[config.mk]
export PLATFORM = sky130hd
export DESIGN_NAME = ctrl_raiz
export DESIGN_NICKNAME = d
export VERILOG_FILES = /design/src/rtl/ctrl_raiz.sv
export SDC_FILE = /design/constraint.sdc
export NUM_CORES = 1
export LEC_CHECK = 0
export BUFFER_PORTS_ARGS = -buffer_cell sky130_fd_sc_hd__clkbuf_2
export CORE_MARGIN = 3
export CORE_UTILIZATION = 29
export DETAILED_ROUTE_END_ITERATION = 10
export PLACE_DENSITY = 0.59
export SLEW_MARGIN = 10
export SYNTH_ARGS = -nofsm -noshare
export SYNTH_HDL_FRONTEND = slang
export SYNTH_SLANG_ARGS = --single-unit
export TNS_END_PERCENT = 1
[constraint.sdc]
create_clock -name CLK -period 4.9 [get_ports CLK]
set_clock_uncertainty 0.1 [all_clocks]
set_input_delay 0.245 -clock CLK [delete_from_list [all_inputs] [get_ports CLK]]
set_output_delay 0.245 -clock CLK [all_outputs]
set_load 0.01 [all_outputs]
[src/rtl/ctrl_raiz.sv]
// ctrl_raiz: sequencer for a digit-by-digit restoring square-root unit.
// Build option RAIZ_WDOG_EN adds a Z/ITER cross-check in CHECK and the ERRS state.
//
// state | meaning
// IDLE  | waiting for START
// LOAD  | LD strobe, radicand in, ITER cleared
// SHIFT | SH strobe, next bit pair enters the remainder
// TEST  | trial remainder sign sampled, ACPT/REJ issued on exit
// CHECK | counter terminal flag decides loop or finish
// FIN   | DONE pulse, root and remainder valid
// ERRS  | (RAIZ_WDOG_EN only) Z disagreed with ITER; parked with ERR=1
module ctrl_raiz #(
  parameter int N_ITER = 8,
  parameter int IW     = 5
) (
  input  logic          CLK,
  input  logic          RST_N,
  input  logic          START,
  input  logic          ABORT,
  input  logic          Z,
  input  logic          R_NEG,
  output logic          LD,
  output logic          SH,
  output logic          ACPT,
  output logic          REJ,
  output logic          BUSY,
  output logic          DONE,
  output logic [IW-1:0] ITER,
  output logic          ERR
);

  typedef enum logic [2:0] {
    S_IDLE  = 3'd0,
    S_LOAD  = 3'd1,
    S_SHIFT = 3'd2,
    S_TEST  = 3'd3,
    S_CHECK = 3'd4,
    S_FIN   = 3'd5
`ifdef RAIZ_WDOG_EN
    , S_ERRS = 3'd6
`endif
  } state_t;

  localparam logic [IW-1:0] ITER_N   = IW'(N_ITER);
  localparam logic [IW-1:0] ITER_MAX = {IW{1'b1}};

  state_t          state_q, state_d;
  logic            ld_q, ld_d, sh_q, sh_d, acpt_q, acpt_d, rej_q, rej_d;
  logic            busy_q, busy_d, done_q, done_d, err_q, err_d;
  logic [IW-1:0]   iter_q, iter_d;

`ifdef RAIZ_WDOG_EN
  logic z_bad;
  assign z_bad = (!Z && (iter_q >= ITER_N)) || (Z && (iter_q < ITER_N));
`endif

  always_comb begin
    state_d = state_q;
    case (state_q)
      S_IDLE:  if (START) state_d = S_LOAD;
      S_LOAD:  state_d = S_SHIFT;
      S_SHIFT: state_d = S_TEST;
      S_TEST:  state_d = S_CHECK;
      S_CHECK: begin
`ifdef RAIZ_WDOG_EN
        if (z_bad)  state_d = S_ERRS;
        else if (Z) state_d = S_FIN;
        else        state_d = S_SHIFT;
`else
        state_d = Z ? S_FIN : S_SHIFT;
`endif
      end
      S_FIN:   state_d = S_IDLE;
`ifdef RAIZ_WDOG_EN
      S_ERRS:  if (START) state_d = S_LOAD;
`endif
      default: state_d = S_IDLE;
    endcase
    // ABORT overrides every transition out of a non-idle state
    if (ABORT && (state_q != S_IDLE)) state_d = S_IDLE;

    // Outputs are decoded from the next state so they line up with it
    ld_d   = (state_d == S_LOAD);
    sh_d   = (state_d == S_SHIFT);
    acpt_d = (state_q == S_TEST) && (state_d == S_CHECK) && !R_NEG;
    rej_d  = (state_q == S_TEST) && (state_d == S_CHECK) &&  R_NEG;
    done_d = (state_d == S_FIN);
    busy_d = (state_d == S_LOAD) || (state_d == S_SHIFT) || (state_d == S_TEST) ||
             (state_d == S_CHECK) || (state_d == S_FIN);

    iter_d = iter_q;
    if (state_d == S_LOAD) iter_d = '0;
    else if ((state_d == S_SHIFT) && (iter_q != ITER_MAX)) iter_d = iter_q + IW'(1);

`ifdef RAIZ_WDOG_EN
    err_d = err_q;
    if (state_d == S_LOAD)      err_d = 1'b0;
    else if (state_d == S_ERRS) err_d = 1'b1;
`else
    err_d = 1'b0;
`endif
  end

  always_ff @(posedge CLK or negedge RST_N) begin
    if (!RST_N) begin
      state_q <= S_IDLE;
      ld_q    <= 1'b0;
      sh_q    <= 1'b0;
      acpt_q  <= 1'b0;
      rej_q   <= 1'b0;
      busy_q  <= 1'b0;
      done_q  <= 1'b0;
      err_q   <= 1'b0;
      iter_q  <= '0;
    end else begin
      state_q <= state_d;
      ld_q    <= ld_d;
      sh_q    <= sh_d;
      acpt_q  <= acpt_d;
      rej_q   <= rej_d;
      busy_q  <= busy_d;
      done_q  <= done_d;
      err_q   <= err_d;
      iter_q  <= iter_d;
    end
  end

  assign LD   = ld_q;
  assign SH   = sh_q;
  assign ACPT = acpt_q;
  assign REJ  = rej_q;
  assign BUSY = busy_q;
  assign DONE = done_q;
  assign ITER = iter_q;
  assign ERR  = err_q;

endmodule

==> impl_metrics.env, run 1 <==
export IMPL_syn_to_final_growth_pct=20.0
export IMPL_cts_max_path_buffers=2
export IMPL_num_vias=516
export IMPL_comb_power_share_pct=33.2
export IMPL_die_width_um=55.6
export IMPL_drt_first_iter_violations=0
export IMPL_hold_class="in2reg"
export IMPL_synth_edf_count=0
export IMPL_post_cts_setup_buffer_count=0
export IMPL_hold_viol_final=0
export IMPL_yosysMostFrequentCell="dfrtp_1"
export IMPL_grt_setup_unrepaired="false"
export IMPL_switching_power_uw=143
export IMPL_synthTopCellsByCount="dfrtp_1, nor2_1, a21oi_1, inv_1, nand3_1"
export IMPL_crit_path_start_kind="flop"
export IMPL_die_y_um=55.6
export IMPL_stdcell_area_um2=857
export IMPL_gp_congestion=0.709
export IMPL_synthesis_nets=74
export IMPL_wl_per_cell_um=10.9
export IMPL_route_detailed_drc=0
export IMPL_start_util_pct=31.4
export IMPL_via_per_inst=4.57
export IMPL_synth_area_leaders="dfrtp_1, nor2_1, a21oi_1"
export IMPL_swShare_pct=36.9
export IMPL_max_freq_ghz=0.507
export IMPL_dp_cells=108
export IMPL_p_int_uw=245
export IMPL_netlist_instances=66
export IMPL_status="complete, no violations"
export IMPL_seq_power_share_pct=45.5
export IMPL_maxCapViolations=0
export IMPL_fillers=234
export IMPL_coreArea_um2=2280
export IMPL_path_class="reg2reg"
export IMPL_nets=94
export IMPL_grt_max_degree=15
export IMPL_yosys_register_bits=14
export IMPL_insertion_delay_ns=0.28
export IMPL_grt_pass1_wl_mm=2.34
export IMPL_end_kind="flop"
export IMPL_drv_slew=0
export IMPL_synth_top_area_cell="dfrtp_1"
export IMPL_finalPower_uw=389
export IMPL_antenna_found_initial=0
export IMPL_ys_seq_area_share_pct=49.0
export IMPL_multi_input_area_um2=293
export IMPL_ys_types=26
export IMPL_powerDensity_nw_per_um2=453
export IMPL_path_clk_slew_ns=0.08
export IMPL_drive_gt1_share_pct=31.8
export IMPL_grt_overflow_total=0
export IMPL_dp_hpwl_um=963
export IMPL_avgSynthCellArea_um2=10.8
export IMPL_die_area_um2=3100
export IMPL_diodes=0
export IMPL_crit_path_max_fanout=10
export IMPL_track_usage_pct=9.82
export IMPL_dpl_cell_area_um2=811
export IMPL_setup_viol=0
export IMPL_synth_main_ff_cell="dfrtp_1"
export IMPL_cts_max_level=1
export IMPL_ys_warn_count=0
export IMPL_vdd_ir_drop_max_mv=0.226
export IMPL_fin_tns_setup_ns=0
export IMPL_finalCritPeriodShare_pct=40.2
export IMPL_async_flop_share_pct=100
export IMPL_clockPowerShare_pct=21.2
export IMPL_synth_top_area_share_pct=49.0
export IMPL_grt_pass1_vias=530
export IMPL_cp_data_arrival_time_ns=2.04
export IMPL_tritoncts="done"
export IMPL_rows=17
export IMPL_p_leak_uw=0.000429
export IMPL_clockRootBuffer="clkbuf_4"
export IMPL_clkSinkCount=14
export IMPL_drt_total_wl_mm=1.24
export IMPL_numPortBuffers=16
export IMPL_cts_buffers=3
export IMPL_worstPathRequired_ns=4.97
export IMPL_dr_pass1_iters=1
export IMPL_ant_nets=0
export IMPL_seq_area_um2=350
export IMPL_io_pins=18
export IMPL_finalNonFillerCells=113
export IMPL_final_min_clock_period_ns=1.97
export IMPL_netlist_area_um2=714
==> metal layers <==
metal / wire, um / track usage, % / share of wire [%] / vias up
li1: - / - / - / 262
met1: 590 / 12.2 / 48 / 234
met2: 515 / 14.0 / 42 / 17
met3: 106 / 4.64 / 8.6 / 3
met4: 25 / 5.21 / 2.0 / 0
met5: 0 / 0 / 0 / -
==> through the flow <==
step / setup slack, ns / utilization (%) / hold WS [ns]
floorplan: 2.97 / - / -0.151
global placement: 2.97 / 35.6 / 0.0687
detailed placement: 2.92 / 35.6 / 0.0698
global route: 2.74 / 37.7 / 0.000858
finish: 2.93 / 37.7 / 0.0158
CTS: 2.91 / 37.7 / 0.000285
==> sequential cells by signal, summed over array words and instances, names as in the netlist <==
register / cells
ITER: 5
ACPT: 1
DONE: 1
BUSY: 1
SH: 1
REJ: 1
LD: 1
state_q: 3
==> cell type report <==
type	instances	area share (%)
flip-flops and latches	14	40.9
clock buffers	4	4.23
multi-input cells	43	34.2
repair buffers	17	10.5
well taps	28	4.09
inverters	7	6.13
==> critical path, stage by stage, from the launching register on <==
cell	delay [ns]
dfrtp_1	0.42
ha_1	0.35
and3_1	0.25
ha_1	0.20
nor3_4	0.15
o21ai_4	0.12
o211ai_1	0.17
o31ai_1	0.09
==> final timing paths <==
kind	start	endpoint	slack [ns]	cells past startpoint
worst max-delay path	ITER[0]$_DFFE_PN0P_	ITER[2]$_DFFE_PN0P_	2.93	7
worst min-delay path	R_NEG	ACPT$_DFF_PN0_	0.02	2
worst max register to register	ITER[0]$_DFFE_PN0P_	ITER[2]$_DFFE_PN0P_	2.93	7
worst min register to register	ITER[3]$_DFFE_PN0P_	ITER[3]$_DFFE_PN0P_	0.43	1
max in group asynchronous	RST_N	state_q[1]$_DFF_PN0_	4.16	2
min in group asynchronous	RST_N	ITER[3]$_DFFE_PN0P_	0.28	2
==> cells by family (layout without fill, tap and decap cells) <==
logic type                 count (synthesis)  count (layout)  share of synthesized area, %
DFF                                       14              14                          49.0
and+or+nand+nor                           24              24                          21.2
muxes                                      1               1                          1.58
other                                      1               1                         0.525
AOI/OAI and AO/OA                         15              15                          14.2
buffers and inverters                      9              28                          9.98
adders and majority gates                  2               2                          3.50
==> placed cells by master (no fill, tap or decap), types with 2 or more instances in the layout <==
cell	instances
a21oi_1	6
and2b_4	2
clkbuf_2	16
clkbuf_4	3
dfrtp_1	14
ha_1	2
inv_1	6
nand3_1	5
nor2_1	9
o211ai_1	2
o21ai_1	2
o31ai_1	2
==> what timing repair did <==
item                                    CTS  global route
endpoints found under the setup margin    0             0
hold buffers                              1             0
hold endpoints to repair                 14             0
gates resized for setup                   0             0
==> power groups by stage <==
stage | registers, uW | clock network [uW] | logic (uW)
floorplan | 175 | 0 | 102
finish | 177 | 82.5 | 129
detailed placement | 180 | 0 | 130
global placement | 179 | 0 | 129
global route | 183 | 94.8 | 149
CTS | 177 | 87.9 | 131
(Power assumes the default switching activity.)
==> run 2: changes to the inputs <==
--- a/config.mk
+++ b/config.mk
@@ -5,6 +5,7 @@
 export SDC_FILE = /design/constraint.sdc
 export NUM_CORES = 1
 export LEC_CHECK = 0
+export ABC_AREA = 1
 export BUFFER_PORTS_ARGS = -buffer_cell sky130_fd_sc_hd__clkbuf_2
 export CORE_MARGIN = 3
 export CORE_UTILIZATION = 29
==> constraint.sdc (replaced) <==
create_clock -name CLK -period 2 [get_ports CLK]
set_clock_uncertainty 0.1 [all_clocks]
set_input_delay 0.1 -clock CLK [delete_from_list [all_inputs] [get_ports CLK]]
set_output_delay 0.1 -clock CLK [all_outputs]
set_load 0.01 [all_outputs]
==> impl_metrics.env, run 2 <==
export IMPL_max_freq_ghz=0.607
export IMPL_rows=16
export IMPL_io_pins=18
export IMPL_ys_seq_area_share_pct=51.4
export IMPL_end_kind="flop"
export IMPL_whs_endpoint="state_q[1]$_DFF_PN0_"
export IMPL_grt_max_degree=15
export IMPL_finalPower_uw=1100
export IMPL_largest_reg_flops=5
export IMPL_gp_congestion=0.838
export IMPL_clkSinkCount=14
export IMPL_powerDensity_nw_per_um2=1300
export IMPL_crit_path_start_kind="flop"
export IMPL_finalCritPeriodShare_pct=82.3
export IMPL_via_per_inst=4.34
export IMPL_ant_nets=0
export IMPL_drv_slew=0
export IMPL_fin_tns_setup_ns=0
export IMPL_antenna_found_initial=0
export IMPL_cts_resized_gates=0
export IMPL_diodes=0
export IMPL_num_vias=530
export IMPL_status="complete, no violations"
export IMPL_hold_viol_final=0
export IMPL_hold_depth=4
export IMPL_grt_overflow_total=0
export IMPL_fillers=212
export IMPL_synthTopCellsByCount="nand3_1, dfrtp_1, inv_1, nand2_1, nor2_1"
export IMPL_insertion_delay_ns=0.27
export IMPL_syn_to_final_growth_pct=23.9
export IMPL_crit_path_max_fanout=6
export IMPL_grt_pass1_wl_mm=2.13
export IMPL_clockRootBuffer="clkbuf_4"
export IMPL_final_cell_mix="clkbuf_2, nand3_1, dfrtp_1"
export IMPL_grt_setup_unrepaired="false"
export IMPL_netlist_instances=74
export IMPL_track_usage_pct=10.4
export IMPL_synth_top_area_share_pct=51.4
export IMPL_yosysMostFrequentCell="nand3_1"
export IMPL_holdCritStartpoint="ABORT"
export IMPL_final_common_cell="clkbuf_2"
export IMPL_multi_input_area_um2=275
export IMPL_drt_first_iter_violations=5
export IMPL_nets=104
export IMPL_cts_buffers=3
export IMPL_seq_area_um2=350
export IMPL_tritoncts="done"
export IMPL_yosys_register_bits=14
export IMPL_synth_top_area_cell="dfrtp_1"
export IMPL_die_area_um2=2970
export IMPL_grt_pass1_vias=513
export IMPL_async_flop_share_pct=100
export IMPL_synth_area_leaders="dfrtp_1, nand3_1, inv_1"
export IMPL_netlist_area_um2=682
export IMPL_maxCapViolations=0
export IMPL_ys_warn_count=0
export IMPL_drive_gt1_share_pct=29.5
export IMPL_dr_pass1_iters=4
export IMPL_ys_types=19
export IMPL_crit_path_start="ITER[0]$_DFFE_PN0P_"
export IMPL_numPortBuffers=16
export IMPL_r2r_cells=8
export IMPL_synth_edf_count=0
export IMPL_hold_class="in2reg"
export IMPL_path_class="reg2reg"
export IMPL_path_clk_slew_ns=0.08
export IMPL_synthesis_nets=82
export IMPL_die_y_um=54.5
export IMPL_cts_max_level=1
export IMPL_p_leak_uw=0.000478
export IMPL_final_min_clock_period_ns=1.65
export IMPL_coreArea_um2=2080
export IMPL_setup_viol=0
export IMPL_synth_main_ff_cell="dfrtp_1"
export IMPL_die_width_um=54.5
export IMPL_worstPathRequired_ns=2.06
export IMPL_avgSynthCellArea_um2=9.21
export IMPL_start_util_pct=32.8
export IMPL_post_cts_setup_buffer_count=0
export IMPL_rr_endpoint="ITER[4]$_DFFE_PN0P_"
export IMPL_route_detailed_drc=0
export IMPL_r2r_slack_ns=0.35
export IMPL_reg2reg_from="ITER[0]$_DFFE_PN0P_"
export IMPL_wl_per_cell_um=9.87
export IMPL_cp_data_arrival_time_ns=1.71
export IMPL_drt_total_wl_mm=1.20
export IMPL_dp_hpwl_um=966
export IMPL_vdd_ir_drop_max_mv=0.601
export IMPL_cts_max_path_buffers=2
[run 2: critical path, cell delays in order (launching register included)]
cell and delay (ns):
dfrtp_1 0.42, ha_1 0.23, nand2_1 0.07, nor2_1 0.04, ha_1 0.16, inv_1 0.15, nand4_2 0.17, nand3_1 0.11
nand2_1 0.07
[run 2: cell families (layout without fill, tap and decap cells)]
kind of cell | Yosys count | count (layout) | synth area share [%]
and+or+nand+nor | 38 | 38 | 29.7
DFF | 14 | 14 | 51.4
buffers and inverters | 14 | 35 | 8.26
AOI/OAI and AO/OA | 3 | 3 | 3.85
adders and majority gates | 2 | 2 | 3.67
xor gates and xnor gates | 2 | 2 | 2.57
other | 1 | 1 | 0.550
[run 2: area by class of cell]
class / count / area share, %
sequential: 14 / 41.5
multi-input combinational: 46 / 32.6
timing repair buffer: 18 / 11.9
inverter: 13 / 5.78
clock buffer: 4 / 4.30
tap: 27 / 4.00
[run 2: per-layer routing]
metal / up-vias / wire length, um / track usage (%)
met5: - / 0 / 0
met4: 0 / 0 / 2.49
met3: 0 / 106 / 5.72
met2: 18 / 559 / 15.9
met1: 233 / 538 / 12.7
li1: 279 / - / -
[run 2: report_power, final]
group	leakage [uW]	switching, uW	internal (uW)
clock network	0.0000210	83.9	111
registers	0.000186	69.8	364
logic	0.000271	303	167
total	0.000478	457	641
[run 2: repair_timing]
item | in CTS | in global routing
endpoints found under the hold margin | 16 | 0
setup endpoints to repair | 0 | 0
hold buffers | 2 | 0
[run 2: through the flow]
| stage | cells | hold slack [ns] | area [um2] | util, % | worst slack (ns) |
|---|---|---|---|---|---|
| finish | 122 | 0.0726 | 845 | 40.6 | 0.354 |
| global route | 122 | 0.0833 | 845 | 40.6 | 0.199 |
| CTS | 122 | 0.0651 | 845 | 40.6 | 0.334 |
| floorplan | 74 | -0.296 | 682 | - | 0.442 |
| global placement | 116 | -0.0843 | 788 | 37.9 | 0.404 |
| detailed placement | 116 | -0.0761 | 788 | 37.9 | 0.372 |
[run 2: how the worst max path moves through the flow]
stage / end / slack (ns) / cells after the start
4_1_cts: ITER[4]$_DFFE_PN0P_ / 0.33 / 8
5_1_grt: ITER[2]$_DFFE_PN0P_ / 0.20 / 8
2_1_floorplan: ITER[0]$_DFFE_PN0P_ / 0.44 / 8
3_5_place_dp: ITER[2]$_DFFE_PN0P_ / 0.37 / 8
3_3_place_gp: ITER[0]$_DFFE_PN0P_ / 0.40 / 8
6_report: ITER[4]$_DFFE_PN0P_ / 0.35 / 8
==> run 3: changes to the inputs <==
==> constraint.sdc (replaced) <==
create_clock -name CLK -period 1.55 [get_ports CLK]
set_clock_uncertainty 0.1 [all_clocks]
set_input_delay 0.0775 -clock CLK [delete_from_list [all_inputs] [get_ports CLK]]
set_output_delay 0.0775 -clock CLK [all_outputs]
set_load 0.01 [all_outputs]
==> impl_metrics.env, run 3 (synthesis gave the netlist of run 2 again) <==
export IMPL_max_freq_ghz=0.665
export IMPL_grt_overflow_total=0
export IMPL_dp_hpwl_mm=1.02
export IMPL_wl_per_cell_um=11.2
export IMPL_final_cell_mix="clkbuf_2, dfrtp_1, inv_1"
export IMPL_finalCritPeriodShare_pct=97.0
export IMPL_clkSinkCount=14
export IMPL_die_area_um2=2970
export IMPL_path_clk_slew_ns=0.08
export IMPL_r2r_cells=8
export IMPL_ant_nets=0
export IMPL_setup_viol=0
export IMPL_wl_met1_um=631
export IMPL_p_leak_uw=0.000483
export IMPL_whs_endpoint="state_q[1]$_DFF_PN0_"
export IMPL_die_y_um=54.5
export IMPL_wl_met3_um=90
export IMPL_highest_layer="met3"
export IMPL_reg2reg_from="ITER[1]$_DFFE_PN0P_"
export IMPL_drv_slew=0
export IMPL_drive_gt1_share_pct=38.1
export IMPL_path_cells="ha_2 -> nand2_1 -> nor2_1 -> ha_2 -> inv_2 -> buf_4 -> nand4_1 -> nand2_1"
export IMPL_die_width_um=54.5
export IMPL_io_pins=18
export IMPL_crit_path_max_fanout=5
export IMPL_track_usage_pct=10.6
export IMPL_dr_pass1_iters=4
export IMPL_fillers=220
export IMPL_r2r_slack_ns=0.05
export IMPL_clockRootBuffer="clkbuf_4"
export IMPL_insertion_delay_ns=0.27
export IMPL_numPortBuffers=16
export IMPL_dp_slack_ns=0.0568
export IMPL_start_util_pct=32.8
export IMPL_hold_depth=4
export IMPL_finalNonFillerCells=124
export IMPL_drt_total_wl_mm=1.39
export IMPL_diodes=0
export IMPL_nets=107
export IMPL_final_common_cell="clkbuf_2"
export IMPL_gp_congestion=0.836
export IMPL_route_detailed_drc=0
export IMPL_holdCritStartpoint="ABORT"
export IMPL_cts_max_level=1
export IMPL_crit_path_start_kind="flop"
export IMPL_cts_buffers=3
export IMPL_cts_max_path_buffers=2
export IMPL_worstPathRequired_ns=1.61
export IMPL_drt_first_iter_violations=8
export IMPL_critPathSlowestCell="dfrtp_1"
export IMPL_met2WireLength_um=665
export IMPL_final_min_clock_period_ns=1.50
export IMPL_grt_pass1_vias=514
export IMPL_hold_viol_final=0
export IMPL_via_per_inst=4.40
export IMPL_powerDensity_nw_per_um2=1660
export IMPL_largest_reg_flops=5
export IMPL_syn_to_final_growth_pct=30.1
export IMPL_worst_slack_ns=0.0465
export IMPL_coreArea_um2=2080
export IMPL_grt_pass1_wl_mm=2.24
export IMPL_rows=16
export IMPL_end_kind="flop"
export IMPL_cp_data_arrival_time_ns=1.56
export IMPL_status="complete, no violations"
export IMPL_grt_max_degree=15
export IMPL_num_vias=545
export IMPL_maxCapViolations=0
export IMPL_vdd_ir_drop_max_mv=0.804
export IMPL_rr_endpoint="ITER[0]$_DFFE_PN0P_"
export IMPL_dp_cells=119
export IMPL_path_class="reg2reg"
export IMPL_hold_class="in2reg"
export IMPL_tritoncts="done"
export IMPL_antenna_found_initial=0
export IMPL_cpPeakStageDelay_ns=0.37
==> run 3: changes by cell type in the layout (fill, tap and decap cells not counted), sizes merged <==
cell	delta
buf	+3
clkbuf	-1
==> run 3: layout make-up <==
type | count | area (um2) | area share (%)
Inverter | 13 | 48.8 | 5.50
Multi-Input combinational cell | 46 | 309 | 34.8
Clock buffer | 3 | 22.5 | 2.54
Tap cell | 27 | 33.8 | 3.81
Sequential cell | 14 | 350 | 39.5
Timing Repair Buffer | 21 | 123 | 13.8
==> run 3: how the worst max path moves through the flow <==
stage,cells after the start,start,endpoint,slack (ns)
floorplan,8,ITER[0]$_DFFE_PN0P_,ITER[0]$_DFFE_PN0P_,0.03
global placement,8,ITER[1]$_DFFE_PN0P_,ITER[0]$_DFFE_PN0P_,0.09
finish,8,ITER[1]$_DFFE_PN0P_,ITER[0]$_DFFE_PN0P_,0.05
CTS,8,ITER[1]$_DFFE_PN0P_,ITER[0]$_DFFE_PN0P_,0.04
global route,8,ITER[1]$_DFFE_PN0P_,ITER[0]$_DFFE_PN0P_,-0.05
detailed placement,8,ITER[1]$_DFFE_PN0P_,ITER[0]$_DFFE_PN0P_,0.06
==> run 3: critical path: cells and delay by family (launching register included) <==
| kind | cells | cell delay [ns] |
|---|---|---|
| adder cells (fa/ha/maj) | 2 | 0.40 |
| flip-flops | 1 | 0.37 |
| AND/OR/NAND/NOR | 4 | 0.32 |
| buffers and inverters | 2 | 0.20 |
==> run 3: power by group <==
| group | switching [uW] | internal (uW) |
|---|---|---|
| logic | 466 | 256 |
| clock network | 106 | 89.9 |
| registers | 82.5 | 469 |
| total | 654 | 816 |
==> run 3: through the flow <==
step                      power (uW)  hold WS, ns  TNS (ns)  cell area [um2]  util, %
after floorplan                 1010       -0.318         0              682        -
after global placement          1200       -0.105         0              811     38.9
after detailed placement        1210      -0.0988         0              811     38.9
after CTS                       1410       0.0529         0              853     41.0
after global routing            1600       0.0745    -0.125              887     42.6
final                           1470       0.0721         0              887     42.6
==> run 3: layer usage <==
metal  GRT usage (%)  up-vias
li1                -      282
met1            13.5      249
met2            16.5       14
met3            6.27        0
met4               0        0
met5               0        -
==> run 3: timing repair <==
item / in CTS / in global routing
resized for setup: 0 / 7
hold buffers: 2 / 0
setup buffers: 0 / 0
endpoints found under the setup margin: 0 / 5
endpoints found under the hold margin: 16 / 0
